[src/rtl/uart_cfg_core_if.sv]
// Host-side and serial-pin bundle for uart_cfg_core.
// master: host plus far-end rx driver; slave: the core.
interface uart_cfg_core_if #(
   parameter int DATA_BITS = 8
);
   logic [DATA_BITS-1:0] dintx;
   logic                 newd;
   logic                 tx;
   logic                 busytx;
   logic                 donetx;
   logic                 rx;
   logic [DATA_BITS-1:0] doutrx;
   logic                 donerx;
   logic                 perr;
   logic                 ferr;

   modport master (
      output dintx, newd, rx,
      input  tx, busytx, donetx,
      input  doutrx, donerx, perr, ferr
   );

   modport slave (
      input  dintx, newd, rx,
      output tx, busytx, donetx,
      output doutrx, donerx, perr, ferr
   );
endinterface

[src/rtl/uart_cfg_core.sv]
// Parametrised full-duplex UART: configurable width, parity, stop bits.
// Shared free-running oversample tick; TX and RX FSMs are independent.
module uart_cfg_core #(
   parameter int CLK_FREQ   = 1000000,
   parameter int BAUD_RATE  = 9600,
   parameter int DATA_BITS  = 8,
   parameter int PARITY_EN  = 0,
   parameter int PARITY_ODD = 0,
   parameter int STOP_BITS  = 1,
   parameter int OVERSAMPLE = 16
) (
   input logic            clk,
   input logic            rst,
   uart_cfg_core_if.slave bus
);
   localparam int DIV_Q = CLK_FREQ / (BAUD_RATE * OVERSAMPLE);
   localparam int DIV   = (DIV_Q < 1) ? 1 : DIV_Q;
   localparam int DW    = (DIV > 1) ? $clog2(DIV) : 1;
   localparam int OW    = $clog2(OVERSAMPLE);

   localparam logic [DW-1:0] DIV_LAST = DW'(DIV - 1);
   localparam logic [OW-1:0] OS_LAST  = OW'(OVERSAMPLE - 1);
   localparam logic [OW-1:0] OS_HALF  = OW'(OVERSAMPLE / 2 - 1);
   localparam logic [3:0]    DB_LAST  = 4'(DATA_BITS - 1);
   localparam logic [3:0]    SB_LAST  = 4'(STOP_BITS - 1);
   localparam logic          PEN      = 1'(PARITY_EN);
   localparam logic          PODD     = 1'(PARITY_ODD);

   localparam logic [2:0] S_IDLE  = 3'd0;
   localparam logic [2:0] S_START = 3'd1;
   localparam logic [2:0] S_DATA  = 3'd2;
   localparam logic [2:0] S_PAR   = 3'd3;
   localparam logic [2:0] S_STOP  = 3'd4;
   localparam logic [2:0] S_BREAK = 3'd5;

   logic [DW-1:0] div_cnt;
   logic          tick;

   assign tick = (div_cnt == DIV_LAST);

   always_ff @(posedge clk or posedge rst) begin
      if (rst)       div_cnt <= '0;
      else if (tick) div_cnt <= '0;
      else           div_cnt <= div_cnt + 1'b1;
   end

   logic [2:0]           tx_st;
   logic [OW-1:0]        tx_os;
   logic [3:0]           tx_bit;
   logic [DATA_BITS-1:0] tx_sh;
   logic                 tx_par;
   logic                 tx_end;

   assign tx_end = tick && (tx_os == OS_LAST);

   always_ff @(posedge clk or posedge rst) begin
      if (rst) begin
         tx_st      <= S_IDLE;
         tx_os      <= '0;
         tx_bit     <= '0;
         tx_sh      <= '0;
         tx_par     <= 1'b0;
         bus.tx     <= 1'b1;
         bus.busytx <= 1'b0;
         bus.donetx <= 1'b0;
      end else begin
         bus.donetx <= 1'b0;
         if (tx_st == S_IDLE) tx_os <= '0;
         else if (tx_end)     tx_os <= '0;
         else if (tick)       tx_os <= tx_os + 1'b1;
         unique case (tx_st)
            S_IDLE: if (bus.newd) begin
               tx_st      <= S_START;
               tx_sh      <= bus.dintx;
               tx_par     <= (^bus.dintx) ^ PODD;
               tx_bit     <= '0;
               bus.tx     <= 1'b0;
               bus.busytx <= 1'b1;
            end
            S_START: if (tx_end) begin
               tx_st  <= S_DATA;
               bus.tx <= tx_sh[0];
            end
            S_DATA: if (tx_end) begin
               if (tx_bit == DB_LAST) begin
                  tx_bit <= '0;
                  tx_st  <= PEN ? S_PAR : S_STOP;
                  bus.tx <= PEN ? tx_par : 1'b1;
               end else begin
                  tx_bit <= tx_bit + 1'b1;
                  tx_sh  <= tx_sh >> 1;
                  bus.tx <= tx_sh[1];
               end
            end
            S_PAR: if (tx_end) begin
               tx_st  <= S_STOP;
               bus.tx <= 1'b1;
            end
            S_STOP: if (tx_end) begin
               if (tx_bit == SB_LAST) begin
                  tx_st      <= S_IDLE;
                  tx_bit     <= '0;
                  bus.busytx <= 1'b0;
                  bus.donetx <= 1'b1;
               end else begin
                  tx_bit <= tx_bit + 1'b1;
               end
            end
            default: tx_st <= S_IDLE;
         endcase
      end
   end

   logic [1:0]           rx_sync;
   logic                 rxs;
   logic [2:0]           rx_st;
   logic [OW-1:0]        rx_os;
   logic [3:0]           rx_bit;
   logic [DATA_BITS-1:0] rx_sh;
   logic                 rx_par;
   logic                 rx_mid;

   assign rxs = rx_sync[1];

   always_ff @(posedge clk or posedge rst) begin
      if (rst) rx_sync <= 2'b11;
      else     rx_sync <= {rx_sync[0], bus.rx};
   end

   // START waits half a bit; every later sample is one full bit on.
   assign rx_mid = tick &&
      (rx_os == ((rx_st == S_START) ? OS_HALF : OS_LAST));

   always_ff @(posedge clk or posedge rst) begin
      if (rst) begin
         rx_st      <= S_IDLE;
         rx_os      <= '0;
         rx_bit     <= '0;
         rx_sh      <= '0;
         rx_par     <= 1'b0;
         bus.doutrx <= '0;
         bus.donerx <= 1'b0;
         bus.perr   <= 1'b0;
         bus.ferr   <= 1'b0;
      end else begin
         bus.donerx <= 1'b0;
         if (rx_st == S_IDLE || rx_st == S_BREAK) rx_os <= '0;
         else if (rx_mid) rx_os <= '0;
         else if (tick)   rx_os <= rx_os + 1'b1;
         unique case (rx_st)
            S_IDLE: if (!rxs) begin
               rx_st  <= S_START;
               rx_bit <= '0;
            end
            S_START: if (rx_mid) rx_st <= rxs ? S_IDLE : S_DATA;
            S_DATA: if (rx_mid) begin
               rx_sh <= {rxs, rx_sh[DATA_BITS-1:1]};
               if (rx_bit == DB_LAST) begin
                  rx_bit <= '0;
                  rx_st  <= PEN ? S_PAR : S_STOP;
               end else begin
                  rx_bit <= rx_bit + 1'b1;
               end
            end
            S_PAR: if (rx_mid) begin
               rx_par <= rxs;
               rx_st  <= S_STOP;
            end
            S_STOP: if (rx_mid) begin
               bus.donerx <= 1'b1;
               bus.doutrx <= rx_sh;
               bus.perr   <= PEN && (rx_par != ((^rx_sh) ^ PODD));
               bus.ferr   <= !rxs;
               // all-zero data with a low stop bit is a line break
               rx_st <= (!rxs && rx_sh == '0) ? S_BREAK : S_IDLE;
            end
            S_BREAK: if (rxs) rx_st <= S_IDLE;
            default: rx_st <= S_IDLE;
         endcase
      end
   end
endmodule

[src/flat_wrapper.sv]
// flat-port wrapper written by rule: the top's interface ports become plain ports
module uart_cfg_core_flat 
#(
   parameter int CLK_FREQ   = 1000000,
   parameter int BAUD_RATE  = 9600,
   parameter int DATA_BITS  = 8,
   parameter int PARITY_EN  = 0,
   parameter int PARITY_ODD = 0,
   parameter int STOP_BITS  = 1,
   parameter int OVERSAMPLE = 16
)
  (clk, rst, bus_dintx, bus_newd, bus_rx, bus_tx, bus_busytx, bus_donetx, bus_doutrx, bus_donerx, bus_perr, bus_ferr);
  uart_cfg_core_if #(.DATA_BITS(DATA_BITS)) bus_i ();
  input logic clk;
  input logic rst;
  input wire logic [$bits(bus_i.dintx)-1:0] bus_dintx;
  input wire logic [$bits(bus_i.newd)-1:0] bus_newd;
  input wire logic [$bits(bus_i.rx)-1:0] bus_rx;
  output wire logic [$bits(bus_i.tx)-1:0] bus_tx;
  output wire logic [$bits(bus_i.busytx)-1:0] bus_busytx;
  output wire logic [$bits(bus_i.donetx)-1:0] bus_donetx;
  output wire logic [$bits(bus_i.doutrx)-1:0] bus_doutrx;
  output wire logic [$bits(bus_i.donerx)-1:0] bus_donerx;
  output wire logic [$bits(bus_i.perr)-1:0] bus_perr;
  output wire logic [$bits(bus_i.ferr)-1:0] bus_ferr;
  assign bus_i.dintx = bus_dintx;
  assign bus_i.newd = bus_newd;
  assign bus_i.rx = bus_rx;
  assign bus_tx = bus_i.tx;
  assign bus_busytx = bus_i.busytx;
  assign bus_donetx = bus_i.donetx;
  assign bus_doutrx = bus_i.doutrx;
  assign bus_donerx = bus_i.donerx;
  assign bus_perr = bus_i.perr;
  assign bus_ferr = bus_i.ferr;
  uart_cfg_core #(.CLK_FREQ(CLK_FREQ), .BAUD_RATE(BAUD_RATE), .DATA_BITS(DATA_BITS), .PARITY_EN(PARITY_EN), .PARITY_ODD(PARITY_ODD), .STOP_BITS(STOP_BITS), .OVERSAMPLE(OVERSAMPLE)) u_core (.clk(clk), .rst(rst), .bus(bus_i));
endmodule
[config.mk]
export PLATFORM = sky130hd
export DESIGN_NAME = uart_cfg_core_flat
export DESIGN_NICKNAME = d
export VERILOG_FILES = /design/src/rtl/uart_cfg_core_if.sv /design/src/rtl/uart_cfg_core.sv /design/src/flat_wrapper.sv
export SDC_FILE = /design/constraint.sdc
export NUM_CORES = 1
export LEC_CHECK = 0
export CAP_MARGIN = 20
export CORE_MARGIN = 2
export CORE_UTILIZATION = 53
export CTS_BUF_LIST = sky130_fd_sc_hd__clkbuf_2 sky130_fd_sc_hd__clkbuf_4 sky130_fd_sc_hd__clkbuf_8
export DETAILED_ROUTE_END_ITERATION = 10
export PLACE_DENSITY_LB_ADDON = 0.1
export SYNTH_ARGS = -nofsm -noshare
export SYNTH_HDL_FRONTEND = slang
export SYNTH_SLANG_ARGS = --single-unit
[constraint.sdc]
create_clock -name clk -period 1.74 [get_ports clk]
set_clock_uncertainty 0.05 [all_clocks]
set_input_delay 0.174 -clock clk [delete_from_list [all_inputs] [get_ports clk]]
set_output_delay 0.174 -clock clk [all_outputs]
set_load 0.005 [all_outputs]
==> run metrics, run 1 <==
top post-synthesis cells by area=sky130_fd_sc_hd__dfrtp_1 (49%), sky130_fd_sc_hd__mux2_2 (7.0%), sky130_fd_sc_hd__nand2_1 (5.0%), sky130_fd_sc_hd__o21ai_0 (4.2%), sky130_fd_sc_hd__mux2i_1 (3.7%); total of hold buffers inserted after clock tree synthesis=0; drt total wl=5800 um; kind of critical path=register to register; clock buffers created by TritonCTS=5; worst hold margin=0.0364 ns; final antenna-violating net count=0; full die area=5740 um^2; initial core utilization=54.1%; CP endpoint kind=register; most numerous cell in the Yosys netlist=sky130_fd_sc_hd__dfrtp_1; post-layout min period=1.78 ns; Post-Synthesis Cells=266; wire length of the first global-routing pass=9340 um; total track usage=roughly a fifth; Startpoint Class=register; proportion of synthesized flip-flops having asynchronous set or reset=100%; part of the cycle the worst path needs=102%; ratio of total power to cell area=approximately 620 nW/um^2; Clock Tree Root=sky130_fd_sc_hd__clkbuf_8; Nets=344; violated checks=setup timing; clock-pin transition on the worst setup and hold timing paths=0.11 ns; Setup-failing EPs final=5; clk sink count=56; leading post-synthesis cells by instance count=sky130_fd_sc_hd__dfrtp_1 (53), sky130_fd_sc_hd__nand2_1 (36), sky130_fd_sc_hd__o21ai_0 (23); routed length per instance=14.6 um; total nets after synthesis=283; area overhead of the layout relative to synthesis=30.5%; input/output buffers=24; sequential-to-total area share from yosys stat=between 50% and 60%; switching pwr=0.543 mW; unrepaired setup endpoints after global routing=yes; Fmax=0.563 GHz; clock share of power=roughly 34%; number of H-tree levels=2; average footprint of a synthesized cell=10.3 um^2; number of diodes=0; required time reported for the critical path endpoint=~1.9 ns; synthesized flop and latch total=56; final weighted congestion in routability-driven placement=around 0.84; die height=75.8 um; Crit Path Max Fanout=4; Min-Delay Path Class=input pin to asynchronous set/reset pin; remaining routing DRC violations=0; largest net degree at the start of global routing=30; cell internal power dissipation=1.68 mW; GRT overflow=0; HPWL after detailed placement=4050 um; Final Hold Vio Count=0; pre-CTS setup slack=-0.0998 ns; fraction of power consumed by sequential logic=59.6%; clock tree from TritonCTS=built; fraction of synthesized cell area taken by the top area cell type=a little under 50%; data arrival time of the worst path=around 1.9 ns; number of top-level pins=26; via count of the first global-routing pass=between 2,000 and 2,500; flip-flop cell with the highest count after synthesis=sky130_fd_sc_hd__dfrtp_1; Max Slew Vio Count=0; x dimension of the die=roughly 76 um; number of design-rule violations left by the first detailed-router iteration=95; Netlist Area Pre-Place=2730 um^2; area leader, netlist=sky130_fd_sc_hd__dfrtp_1; minimum setup slack in the final design=-0.0354 ns; synth warn=0; maximum clock path buffer count=2; DR vias=2,174; placeable core region=5040 um^2; portion of total power attributed to combinational logic=6.4%; Sw Share=about 24%; static leakage=1.68 nW; antenna violations before repair=0; MaxCap Viol Count=0; Cell variety after synth=47; clock latency at the later pin of the worst-skew pair=around 0.32 ns; Peak VDD IR=between 0.4 and 0.5 mV; routed via count divided by cell count=5.46; run status=complete, but fails checks; first-pass iteration count of the detailed router=4; site row count=26; layout cells sized above 1=29.0%; count of flip-flops with a built-in enable after synthesis=0
==> logic make-up after synthesis <==
kind of cell	Yosys count	synth area share (%)
AO/OA/AOI/OAI	56	13.3
XOR/XNOR	5	1.61
adder cells (fa/ha/maj)	5	2.29
buffers and inverters	21	3.48
flip-flops	56	51.5
multiplexers	27	10.7
other	1	0.137
AND/OR/NAND/NOR	95	17.1
==> worst max-delay path: stages, from the launching register on <==
cell and delay [ns]:
sky130_fd_sc_hd__dfrtp_1 0.41, sky130_fd_sc_hd__ha_2 0.20, sky130_fd_sc_hd__nand2_1 0.05, sky130_fd_sc_hd__o211ai_1 0.40, sky130_fd_sc_hd__o31ai_4 0.17, sky130_fd_sc_hd__o41ai_1 0.37
==> stage by stage <==
step           power [mW]  setup TNS [ns]  std cells  instance area, um^2  utilization, %
6_report             2.22         -0.0949        398                 3560            70.6
5_1_grt              2.31           -1.37        398                 3560            70.6
4_1_cts              2.23         -0.0937        392                 3410            67.5
3_5_place_dp         1.48          -0.197        382                 3290            65.3
3_3_place_gp         1.47         -0.0321        382                 3290            65.3
2_1_floorplan        1.41               0        266                 2740               -
==> area by class of cell <==
cell class                 instances  area [um^2]
clock buffer                       5         68.8
clock inverter                     3         27.5
fill                             385         1480
inverter                           9         33.8
multi-input combinational        189         1340
sequential                        56         1410
tap                               70         87.6
timing repair buffer              66          599
==> cell usage in the layout, fill, tap and decap left out, types with 2 or more instances in the layout <==
master,netlist,final
sky130_fd_sc_hd__dfrtp_1,53,53
sky130_fd_sc_hd__nand2_1,36,35
sky130_fd_sc_hd__buf_4,1,35
sky130_fd_sc_hd__clkdlybuf4s50_1,0,24
sky130_fd_sc_hd__o21ai_0,23,20
sky130_fd_sc_hd__nor2_1,18,16
sky130_fd_sc_hd__mux2_2,17,16
sky130_fd_sc_hd__mux2i_1,10,10
sky130_fd_sc_hd__a21oi_1,11,9
sky130_fd_sc_hd__nor3_1,9,8
sky130_fd_sc_hd__inv_1,9,8
sky130_fd_sc_hd__nand3_1,7,6
sky130_fd_sc_hd__clkbuf_8,0,5
sky130_fd_sc_hd__buf_6,1,5
sky130_fd_sc_hd__o21ai_1,1,4
sky130_fd_sc_hd__xor2_1,3,3
sky130_fd_sc_hd__and3_1,5,3
sky130_fd_sc_hd__o211ai_1,3,3
sky130_fd_sc_hd__a311oi_1,4,3
sky130_fd_sc_hd__ha_2,0,3
sky130_fd_sc_hd__dfstp_2,3,3
sky130_fd_sc_hd__and3b_2,0,2
sky130_fd_sc_hd__nand3b_1,2,2
sky130_fd_sc_hd__nand4_1,2,2
sky130_fd_sc_hd__nor4_1,2,2
sky130_fd_sc_hd__a21oi_2,0,2
sky130_fd_sc_hd__o41ai_1,3,2
sky130_fd_sc_hd__and3_4,0,2
sky130_fd_sc_hd__xnor2_1,2,2
sky130_fd_sc_hd__nor2_2,0,2
sky130_fd_sc_hd__or3_1,2,2
sky130_fd_sc_hd__o31ai_1,3,2
sky130_fd_sc_hd__or4_1,2,2
sky130_fd_sc_hd__ha_1,5,2
sky130_fd_sc_hd__buf_12,0,2
==> power groups by stage <==
stage / Clock (mW) / Sequential [mW] / Combinational [mW]
2_1_floorplan: 0 / 1.34 / 0.0700
5_1_grt: 0.826 / 1.32 / 0.158
3_3_place_gp: 0 / 1.35 / 0.129
6_report: 0.755 / 1.32 / 0.142
3_5_place_dp: 0 / 1.35 / 0.131
4_1_cts: 0.780 / 1.32 / 0.131
==> flip-flops by register name (all words and copies together), names as in the netlist <==
signal,cells
u_core.rx_sh,8
u_core.tx_st,3
u_core.tx_os,4
u_core.tx_sh,8
u_core.rx_sync,2
u_core.rx_os,4
u_core.tx_bit,4
u_core.bus.doutrx,8
u_core.bus.donetx,1
u_core.div_cnt,3
u_core.bus.busytx,1
u_core.rx_bit,4
u_core.rx_st,3
u_core.bus.tx,1
u_core.bus.donerx,1
u_core.bus.ferr,1
==> final timing paths <==
path | startpoint | end | slack (ns) | cells after the start
max reg2reg | u_core.rx_bit[1] | u_core.rx_st[2] | -0.04 | 5
min in group clk | bus_rx | u_core.rx_sync[0] | 0.21 | 1
max | u_core.rx_bit[1] | u_core.rx_st[2] | -0.04 | 5
min | rst | u_core.bus.doutrx[5] | 0.04 | 2
min reg2reg | u_core.rx_sync[0] | u_core.rx_sync[1] | 0.31 | 0
max in group asynchronous | rst | u_core.rx_sync[0] | 1.09 | 3
==> layer usage <==
metal	share of wire, %	wire length, um	vias to the layer above	track usage [%]
li1	-	-	1063	-
met1	42	2460	1070	27.5
met2	53	3100	32	36.4
met3	2.5	145	9	3.84
met4	1.6	93	0	6.63
met5	0	0	-	0
==> repair_timing <==
action | CTS | global route
endpoints found under the setup margin | 4 | 33
resized for setup | 1 | 31
cloned | 0 | 1
buffers inserted | 2 | 6
pin swaps | 0 | 7
No activity file was read; power rests on OpenSTA's default activity.
==> inputs of run 2 (changes only) <==
--- a/config.mk
+++ b/config.mk
@@ -10,6 +10,7 @@
 export CORE_UTILIZATION = 53
 export CTS_BUF_LIST = sky130_fd_sc_hd__clkbuf_2 sky130_fd_sc_hd__clkbuf_4 sky130_fd_sc_hd__clkbuf_8
 export DETAILED_ROUTE_END_ITERATION = 10
+export GPL_TIMING_DRIVEN = 0
 export PLACE_DENSITY_LB_ADDON = 0.1
 export SYNTH_ARGS = -nofsm -noshare
 export SYNTH_HDL_FRONTEND = slang
==> run 2 against run 1 <==
The run still ends with setup timing left. Combinational power down 12%. Final area down 3.3%. Highest routed layer unchanged. First-iteration DRC count down 25%. Setup slack better by 0.030 ns. Die area unchanged. Non-clock buffer count down 11.
==> run metrics, run 2 (synthesis results as in run 1) <==
clk sink count=56; fill cell count=415; registers with the most flip-flops=u_core.bus.doutrx (8), u_core.rx_sh (8), u_core.tx_sh (8); placeable core region=~5000 um^2; Nets=333; via count of the first global-routing pass=2,032; wire length of the first global-routing pass=9030 um; number of H-tree levels=2; site row count=26; Fmax=between 0.5 and 0.6 GHz; clock tree from TritonCTS=built; first-pass iteration count of the detailed router=4; Peak VDD IR=0.370 mV; unrepaired setup endpoints after global routing=yes; Final Hold Vio Count=0; violated checks=setup timing; fin area=3450 um^2; DR vias=2,103; Post-Place Cells=roughly 360; Crit Path Max Fanout=10; total track usage=about a fifth; ratio of total power to cell area=roughly 630 nW/um^2; antenna violations before repair=0; final antenna-violating net count=0; Max Slew Vio Count=0; final instance count without filler cells=387; drt total wl=5370 um; area overhead of the layout relative to synthesis=26.3%; input/output buffers=24; part of the cycle the worst path needs=100%; Startpoint Class=register; data arrival time of the worst path=1.91 ns; remaining routing DRC violations=0; minimum setup slack in the final design=-0.00492 ns; worst-margin pin slew=0.526 ns; largest delay contributor family on the critical path=simple AND/OR/NAND/NOR gates; cell area after placement=roughly 3100 um^2; Min-Delay Path Class=input pin to asynchronous set/reset pin; number of top-level pins=26; Buf+Inv Stages, Crit Path=1; maximum clock path buffer count=2; critical path, cell by cell=nand3b_1, nor3_4, and3_1, buf_6, mux2_2; number of diodes=0; HPWL after detailed placement=3680 um; run status=complete, but fails checks; full die area=roughly 5700 um^2; post-layout min period=1.74 ns; MaxCap Viol Count=0; GRT overflow=0; static leakage=1.60 nW; x dimension of the die=75.8 um; total of hold buffers inserted after clock tree synthesis=0; clock buffers created by TritonCTS=5; layout cells sized above 1=27.8%; clock-pin transition on the worst setup and hold timing paths=0.10 ns; required time reported for the critical path endpoint=1.90 ns; most common cell after layout, fill and taps aside=sky130_fd_sc_hd__dfrtp_1; die height=75.8 um; slowest cell on the critical path=sky130_fd_sc_hd__dfrtp_1; Rel. slew slack=64.7%; routed via count divided by cell count=5.43; Setup-failing EPs final=4; initial core utilization=54.1%; routed length per instance=13.9 um; final weighted congestion in routability-driven placement=between 0.8 and 0.9; largest net degree at the start of global routing=41; slowest cell delay on critical path=0.41 ns; clock latency at the later pin of the worst-skew pair=0.31 ns; final core area utilization=68.3%; kind of critical path=register to register; CP endpoint kind=register; highest-count cells in the layout ignoring fill and taps=sky130_fd_sc_hd__dfrtp_1 (53), sky130_fd_sc_hd__nand2_1 (32), sky130_fd_sc_hd__clkdlybuf4s50_1 (24), sky130_fd_sc_hd__buf_4 (22), sky130_fd_sc_hd__o21ai_0 (21); Clock Tree Root=sky130_fd_sc_hd__clkbuf_8; number of design-rule violations left by the first detailed-router iteration=71
-- run 2: cell types whose count changed in the layout (fill, tap and decap cells not counted), sizes merged --
cell	before	now
inv	10	9
buf	42	28
clkbuf	5	8
clkinvlp	1	2
-- run 2: power breakdown --
group	switching, mW	total (mW)	internal, mW
Sequential	0.0111	1.32	1.31
Clock	0.445	0.731	0.286
Combinational	0.0679	0.125	0.0575
Total	0.524	2.18	1.65
-- run 2: routing by layer --
metal	wire [um]	vias to the layer above	share of wire, %	global-route usage (%)
met5	0	-	0	0
met4	92	0	1.7	8.77
met3	109	7	2.0	2.91
met2	2710	21	50	34.9
met1	2460	1023	46	26.2
li1	-	1052	-	-
-- run 2: worst paths after layout --
| kind | startpoint | end | slack, ns | depth (start not counted) |
|---|---|---|---|---|
| max | u_core.div_cnt[1] | u_core.rx_sh[6] | -0.005 | 5 |
| min | rst | u_core.rx_sh[3] | 0.09 | 2 |
| max reg2reg | u_core.div_cnt[1] | u_core.rx_sh[6] | -0.005 | 5 |
| min reg2reg | u_core.rx_sync[0] | u_core.rx_sync[1] | 0.31 | 0 |
| max in group asynchronous | rst | u_core.rx_sync[1] | 0.97 | 3 |
| min in group clk | bus_rx | u_core.rx_sync[0] | 0.20 | 1 |
-- run 2: per-stage QoR --
stage / hold WS (ns) / total power [mW] / setup TNS (ns) / worst slack (ns)
global placement: 0.296 / 1.46 / -52.96 / -0.896
finish: 0.0879 / 2.18 / -0.0101 / -0.00492
CTS: 0.102 / 2.20 / 0 / 0.000999
floorplan: 0.128 / 1.41 / 0 / 0.00188
global route: 0.139 / 2.26 / -1.03 / -0.0840
detailed placement: 0.299 / 1.47 / -5.68 / -0.283
-- run 2: area by class of cell --
class,instances,area (um^2),area share (%)
sequential,56,1410,40.8
multi-input combinational,189,1340,38.9
timing repair buffer,45,410,11.9
tap,70,87.6,2.54
buffer,10,77.6,2.25
clock buffer,5,68.8,2.00
inverter,9,33.8,0.980
clock inverter,3,23.8,0.690
-- run 2: what timing repair did --
| action | in CTS | in global routing |
|---|---|---|
| resized for setup | 17 | 23 |
| gates cloned | 0 | 0 |
| setup endpoints to repair | 34 | 33 |
| pin swaps | 7 | 12 |
| setup buffers | 12 | 8 |
